==> config.mk <==
export PLATFORM = sky130hd
export DESIGN_NAME = disp_scan_ctrl
export DESIGN_NICKNAME = d
export VERILOG_FILES = /design/src/rtl/disp_scan_ctrl.sv
export SDC_FILE = /design/constraint.sdc
export NUM_CORES = 1
export LEC_CHECK = 0
export ABC_CLOCK_PERIOD_IN_PS = 6200
export BUFFER_PORTS_ARGS = -buffer_cell sky130_fd_sc_hd__buf_4
export CORE_MARGIN = 2
export CORE_UTILIZATION = 32
export CTS_CLUSTER_DIAMETER = 100
export DETAILED_ROUTE_END_ITERATION = 7
export GPL_TIMING_DRIVEN = 0
export PLACE_DENSITY_LB_ADDON = 0.2
export SLEW_MARGIN = 20
export SYNTH_ARGS = -nofsm -noshare
export SYNTH_HDL_FRONTEND = slang
export SYNTH_SLANG_ARGS = --single-unit
==> constraint.sdc <==
create_clock -name clk -period 6.2 [get_ports clk]
set_input_delay 0.62 -clock clk [delete_from_list [all_inputs] [get_ports clk]]
set_output_delay 0.62 -clock clk [all_outputs]
set_load 0.02 [all_outputs]
==> src/rtl/disp_scan_ctrl.sv <==
// Multiplexed seven-segment scan controller: time-shares one hex decoder across DIGITS
// common-anode digits with a blanking gap, and double-buffers display data per frame.
module disp_scan_ctrl #(
    parameter int DIGITS    = 4,
    parameter int SCAN_DIV  = 50000,
    parameter int BLANK_CYC = 500
) (
    input  logic                        clk,
    input  logic                        rst_n,
    input  logic                        load,
    input  logic [4*DIGITS-1:0]         hexs,
    input  logic [DIGITS-1:0]           points,
    input  logic [DIGITS-1:0]           les,
    output logic [3:0]                  hex,
    output logic                        point,
    output logic                        LE,
    output logic [DIGITS-1:0]           an,
    output logic [$clog2(DIGITS)-1:0]   digit,
    output logic                        frame_done,
    output logic                        upd_pending
);

    localparam int DIG_W = $clog2(DIGITS);
    localparam int MAXC  = (SCAN_DIV > BLANK_CYC) ? SCAN_DIV : BLANK_CYC;
    localparam int CNT_W = $clog2(MAXC + 1);

    localparam logic [CNT_W-1:0] SHOW_LAST  = CNT_W'(SCAN_DIV - 1);
    localparam logic [CNT_W-1:0] BLANK_LAST = (BLANK_CYC > 0) ? CNT_W'(BLANK_CYC - 1) : '0;
    localparam logic [DIG_W-1:0] DIG_LAST   = DIG_W'(DIGITS - 1);

    typedef enum logic {
        BLANK = 1'b0,
        SHOW  = 1'b1
    } phase_t;

    phase_t                 r_phase;
    phase_t                 w_phase_nxt;
    logic [CNT_W-1:0]       r_cnt;
    logic [CNT_W-1:0]       w_cnt_nxt;
    logic [DIG_W-1:0]       r_digit;
    logic [DIG_W-1:0]       w_digit_nxt;
    logic                   w_wrap;

    logic [4*DIGITS-1:0]    r_act_hex;
    logic [DIGITS-1:0]      r_act_pts;
    logic [DIGITS-1:0]      r_act_les;
    logic [4*DIGITS-1:0]    r_pend_hex;
    logic [DIGITS-1:0]      r_pend_pts;
    logic [DIGITS-1:0]      r_pend_les;
    logic                   r_pend_valid;

    logic [3:0]             w_hex;
    logic                   w_point;
    logic                   w_le;
    logic [DIGITS-1:0]      w_an;

    always_ff @(posedge clk or negedge rst_n) begin
        if (!rst_n) begin
            r_phase <= BLANK;
            r_cnt   <= '0;
            r_digit <= '0;
        end else begin
            r_phase <= w_phase_nxt;
            r_cnt   <= w_cnt_nxt;
            r_digit <= w_digit_nxt;
        end
    end

    // Outputs depend only on registered state; a zero-length BLANK is skipped on the next edge.
    always_comb begin
        w_phase_nxt = r_phase;
        w_cnt_nxt   = r_cnt + CNT_W'(1);
        w_digit_nxt = r_digit;
        w_wrap      = 1'b0;
        w_an        = '1;
        w_le        = 1'b1;
        w_hex       = 4'h0;
        w_point     = 1'b0;
        case (r_phase)
            BLANK: begin
                if (BLANK_CYC == 0 || r_cnt == BLANK_LAST) begin
                    w_phase_nxt = SHOW;
                    w_cnt_nxt   = '0;
                end
            end
            SHOW: begin
                w_an[r_digit] = 1'b0;
                w_hex         = r_act_hex[{r_digit, 2'b00} +: 4];
                w_point       = r_act_pts[r_digit];
                w_le          = r_act_les[r_digit];
                if (r_cnt == SHOW_LAST) begin
                    w_cnt_nxt   = '0;
                    w_phase_nxt = (BLANK_CYC == 0) ? SHOW : BLANK;
                    if (r_digit == DIG_LAST) begin
                        w_digit_nxt = '0;
                        w_wrap      = 1'b1;
                    end else begin
                        w_digit_nxt = r_digit + DIG_W'(1);
                    end
                end
            end
            default: begin
                w_phase_nxt = BLANK;
                w_cnt_nxt   = '0;
            end
        endcase
    end

    // A load landing on the wrap edge bypasses pending so the new frame uses it directly.
    always_ff @(posedge clk or negedge rst_n) begin
        if (!rst_n) begin
            r_act_hex    <= '0;
            r_act_pts    <= '0;
            r_act_les    <= '0;
            r_pend_hex   <= '0;
            r_pend_pts   <= '0;
            r_pend_les   <= '0;
            r_pend_valid <= 1'b0;
        end else if (load && w_wrap) begin
            r_act_hex    <= hexs;
            r_act_pts    <= points;
            r_act_les    <= les;
            r_pend_valid <= 1'b0;
        end else if (load) begin
            r_pend_hex   <= hexs;
            r_pend_pts   <= points;
            r_pend_les   <= les;
            r_pend_valid <= 1'b1;
        end else if (w_wrap && r_pend_valid) begin
            r_act_hex    <= r_pend_hex;
            r_act_pts    <= r_pend_pts;
            r_act_les    <= r_pend_les;
            r_pend_valid <= 1'b0;
        end
    end

    assign hex         = w_hex;
    assign point       = w_point;
    assign LE          = w_le;
    assign an          = w_an;
    assign digit       = r_digit;
    assign frame_done  = w_wrap;
    assign upd_pending = r_pend_valid;

endmodule

Word-level counts from Yosys, hierarchy flattened
Index checks and enable logic that the tools add are counted.
{ "word_totals": {"out_inout_bits": 14, "in_bits": 27, "elab_cells": 62, "reg_bits": 68} }
{ "classes": {"muxes": 32, "reduce_logical": 8, "order_cmp": 2, "n_eq_ne": 4, "addsub": 2, "bitwise_logic": 3, "shifts": 1} }
{ "op_table": {"columns": ["op", "n"], "rows": [
  ["two-way mux 16 bit", 5],
  ["two-way mux 4 bit", 8],
  ["one-hot mux 16 bit (2 select lines)", 1],
  ["adder 16 x 1 -> 16 bit (second input constant)", 1],
  ["equality test 16 bit (second input constant)", 1],
  ["equality test 16 x 9 -> 1 bit (second input constant)", 1],
  ["variable part select 16 x 5 -> 4 bit", 1],
  ["two-way mux 1 bit", 13],
  ["AND reduction 2 bit", 3],
  ["binary-select mux 1 bit (select 2 bit)", 2],
  ["NOT 4 bit", 1],
  ["logical AND 1 bit", 3],
  ["less-than comparator 2 x 3 -> 1 bit (second input constant)", 1],
  ["nonzero test 3 bit", 1],
  ["adder 2 x 1 -> 2 bit (second input constant)", 1],
  ["demux 1 bit (select 2 bit)", 1],
  ["equality test 2 bit (second input constant)", 1],
  [">= comparator 2 x 1 -> 1 bit (second input constant)", 1],
  ["two-way mux 2 bit", 1],
  ["inequality test 2 x 1 -> 1 bit (second input constant)", 1],
  ["NOT 1 bit", 2],
  ["one-hot mux 1 bit (2 select lines)", 1],
  ["nonzero test 2 bit", 1]
]} }

Depth between registers and ports, before layout
{ "depth": {"word_depth": 8, "depth_mapped": 8, "depth_no_buf": 6} }

Least setup slack after synthesis
Ideal clock, no wire load.
{ "synth_path": {"path_type": "register to output", "start": "register r_cnt[12]", "end": "output frame_done", "slack_ps": 3617, "required_ps": 5580, "arrival_time_ps": 1963, "stages_incl_launch_ff": 6, "n_path_buf": 1, "path_cell_list": "dfrtp_1 > or4_4 > nor4_2 > nand2_1 > inv_1 > buf_2"} }
{ "synth_between": {"elab_chain_len": 3} }
{ "synth_rtl": {"columns": ["item", "line", "rtl"], "rows": [
  ["start: declaration", "38", "logic [CNT_W-1:0] r_cnt;"],
  ["start signal: assignment", "64", "r_cnt <= w_cnt_nxt;"],
  ["equality test 16 bit", "91", "if (r_cnt == SHOW_LAST) begin"],
  ["two-way mux 1 bit", "91", null],
  ["two-way mux 1 bit", "79", "case (r_phase)"],
  ["end: declaration", "19", "output logic frame_done,"]
]} }
No other way between the ends.

Worst setup path after layout
Ends and elaborated chain as after synthesis.

==> impl_results.md <==
- Status: complete, no violations
- Fin crit period: around 3.6 ns
- Core Area: 11320 um^2
- Clock Skews: 0.007566 ns
- Via Count: ~2.6k
- Layout Nets: slightly below 400
- WL met2: just over 4000 um
- Placed insts: approximately 490
- Ys Warns: 0
- Synth area leaders: dfrtp_1 (46%), mux2_4 (8.2%), o221a_2 (4.3%)
- Largest net degree at the start of global routing: 69
- Post-synth top area cell: dfrtp_1
- Vias in the first global route: 2743
- CTS tree: built
- Area Growth Syn to Fin: 21.38%
- Syn_nets: 342
- Final cycle utilization of the critical path: between 50% and 60%
- Synth Register Bits: roughly 70
- Int Pwr: 858.6 uW
- Slew margin rel.: approximately two fifths
- Antenna viol nets, final: 0
- Post-synth EDFFs: 0
- Synthesized area per cell: roughly 12 um^2
- Max IR drop VDD: about 0.10 mV
- Die footprint: 12360 um^2
- Sequential share of the synthesized area: 46.31%
- Initial drt markers: between 100 and 150
- Comb power frac: ~7%
- Root Driver: clkbuf_16
- WS Path Type: flop to output port
- Ys async rst share: 100.0%
- Horiz. Die Dim: about 110 um
- Post-CTS Resized: 0
- Fillers: 1104
- Max Fclk: ~280 MHz
- Highest metal used: met4
- Clk sinks: 68
- Setup bufs post-CTS: 0
- Min-delay worst type: input pin to asynchronous set/reset pin
- Least-Margin Pin Slew: roughly 0.89 ns
- CTS Hold Bufs: 0
- First-pass GRT wire length: 14610 um
- Startpoint Class: flop
- Final setup violation count: 0
- Met3 wire len: about 280 um
- Post-Layout Inst Area: 4461 um^2
- # IOs: 41
- Placed cell areas: around 4100 um^2
- Grt total ovfl: 0
- Clk slew on worst S/H paths: approximately 0.060 ns
- RSZ-0062 raised after global routing: no
- Post-Syn Instances: 310
- Setup TNS: 0 ns
- Flop pwr share: between 40 and 50%
- Initial Util: 32.46%
- # diodes: 0
- Count leader, synth: dfrtp_1
- Max-capacitance violation count: 0
- Final non-filler cell total: around 510
- M1 WL: ~4300 um
- Initial antenna violation count: 0
- Switching pwr: approximately 240 uW
- Port Buf Inserts: 39
- CTS H-Tree Depth: 3
- Final wirelength: 8831 um
- Final core utilization: about 39%
- Static leakage: approximately 0.0019 uW
- Synth Cell Area: about 3700 um^2
- GRT Overall Usage: ~15%
- Total CTS buffers: 9
- DRC errors left: 0
- Clk pwr share: between 50% and 60%
- Top cell type's share of synthesized area: between 40% and 50%
- Crit end category: output port
- Synth Flop Type: dfrtp_1
- Vias per cell: 5.099
- DR WL/cell: around 17 um
- Clock Tree Buf Depth: 2
- Share of layout cells above drive strength 1: 35.44%
- # rows: 39
- Yosys cell types: 44
- Post-synth top cells: dfrtp_1 (68), nor2_1 (28), a21oi_1 (26)
- Hold Fails Final Rpt: 0
- Sw Ratio: between 20% and 30%
- Power per cell area: 246.9 nW/um^2
- Clock latency at the later pin of the worst-skew pair: 0.33 ns
- RePlAce Congestion: 0.7359
- Hpwl dp: ~6000 um
- Die height: roughly 110 um
- WP data arrival: ~2.9 ns
- Worst Path Required: about 5.6 ns
- Worst-path fanout max: 10
- Slew Viols, Final: 0
- Pre-antenna DRT Iters: 4
==> registers in the layout (all words and copies together) (netlist names) <==
name	cells
r_pend_hex	16
r_pend_les	4
digit	2
r_act_les	4
r_act_hex	16
r_pend_pts	4
r_cnt	16
upd_pending	1
r_act_pts	4
r_phase	1
==> final cells by class <==
type / instances / area (um^2) / area share [%]
inverter: 5 / 18.77 / 0.4208
timing repair buffer: 39 / 292.8 / 6.564
clock inverter: 6 / 88.84 / 1.992
clock buffer: 9 / 225.2 / 5.049
multi-input combinational: 214 / 1815 / 40.70
tap: 143 / 178.9 / 4.011
buffer: 23 / 138.9 / 3.114
sequential: 68 / 1702 / 38.15
==> kinds of logic after synthesis <==
| kind of cell | synth area share (%) |
|---|---|
| mux | 13.69 |
| fa+ha+maj | 1.702 |
| simple gates | 18.18 |
| flops | 46.31 |
| compound gates | 12.97 |
| buf+inv | 4.290 |
| xor+xnor | 2.860 |
==> power by group through the flow <==
stage,Clock (uW),Sequential (uW),Combinational [uW]
3_3_place_gp,0,481,78.3
4_1_cts,562,474,79.1
2_1_floorplan,0,478,48.0
3_5_place_dp,0,481,78.8
6_report,550,474,77.2
5_1_grt,586,476,84.5
==> worst max-delay path, stage by stage (launching register included) <==
cell and delay, ns:
dfrtp_1 0.40, or4_4 0.56, nor4_2 0.71, nand2_1 0.19, inv_1 0.26, buf_2 0.30, buf_4 0.19
==> layer usage <==
layer  vias to the layer above  GRT usage [%]
li1                       1236              -
met1                      1299          20.94
met2                        39          23.62
met3                        11          3.991
met4                         0          4.198
met5                         -              0
==> placed cells by master, fill, tap and decap left out, drive strengths merged, types with 2 or more instances in the layout <==
cell	netlist	layout
clkinv	1	2
buf	8	47
mux2	26	26
nand2	13	13
clkinvlp	0	2
ha	5	5
and3b	10	10
nor2	28	28
nor3b	14	14
o21ai	4	4
or3	16	16
mux4	6	6
xnor2	5	5
o221a	14	14
nand3	2	2
nand4	4	4
or4b	2	2
o2bb2ai	10	10
and2	6	6
nor3	2	2
xor2	7	7
dfrtp	68	68
and3	3	3
a21oi	26	26
or4	4	4
bufinv	0	2
clkbuf	15	24
inv	4	5
==> final timing paths <==
path | to | startpoint | slack (ns) | cells past startpoint
min reg2reg | r_cnt[0] | r_cnt[0] | 0.46 | 1
max | frame_done | r_cnt[12] | 2.64 | 6
max reg2reg | r_act_hex[14] | r_cnt[12] | 3.50 | 6
min | r_pend_hex[14] | rst_n | 0.40 | 1
max in group asynchronous | r_cnt[12] | rst_n | 5.20 | 1
min in group clk | r_cnt[0] | r_cnt[0] | 0.46 | 1
==> per-stage QoR <==
stage               worst slack, ns  hold WS [ns]  power, uW
floorplan                     3.617        0.3244      526.4
global placement              3.000        0.4548      559.3
detailed placement            2.961        0.4571      560.3
CTS                           2.601        0.4594       1115
global route                  2.416        0.4712       1147
finish                        2.643        0.3999       1101
No activity file was read; power rests on OpenSTA's default activity.
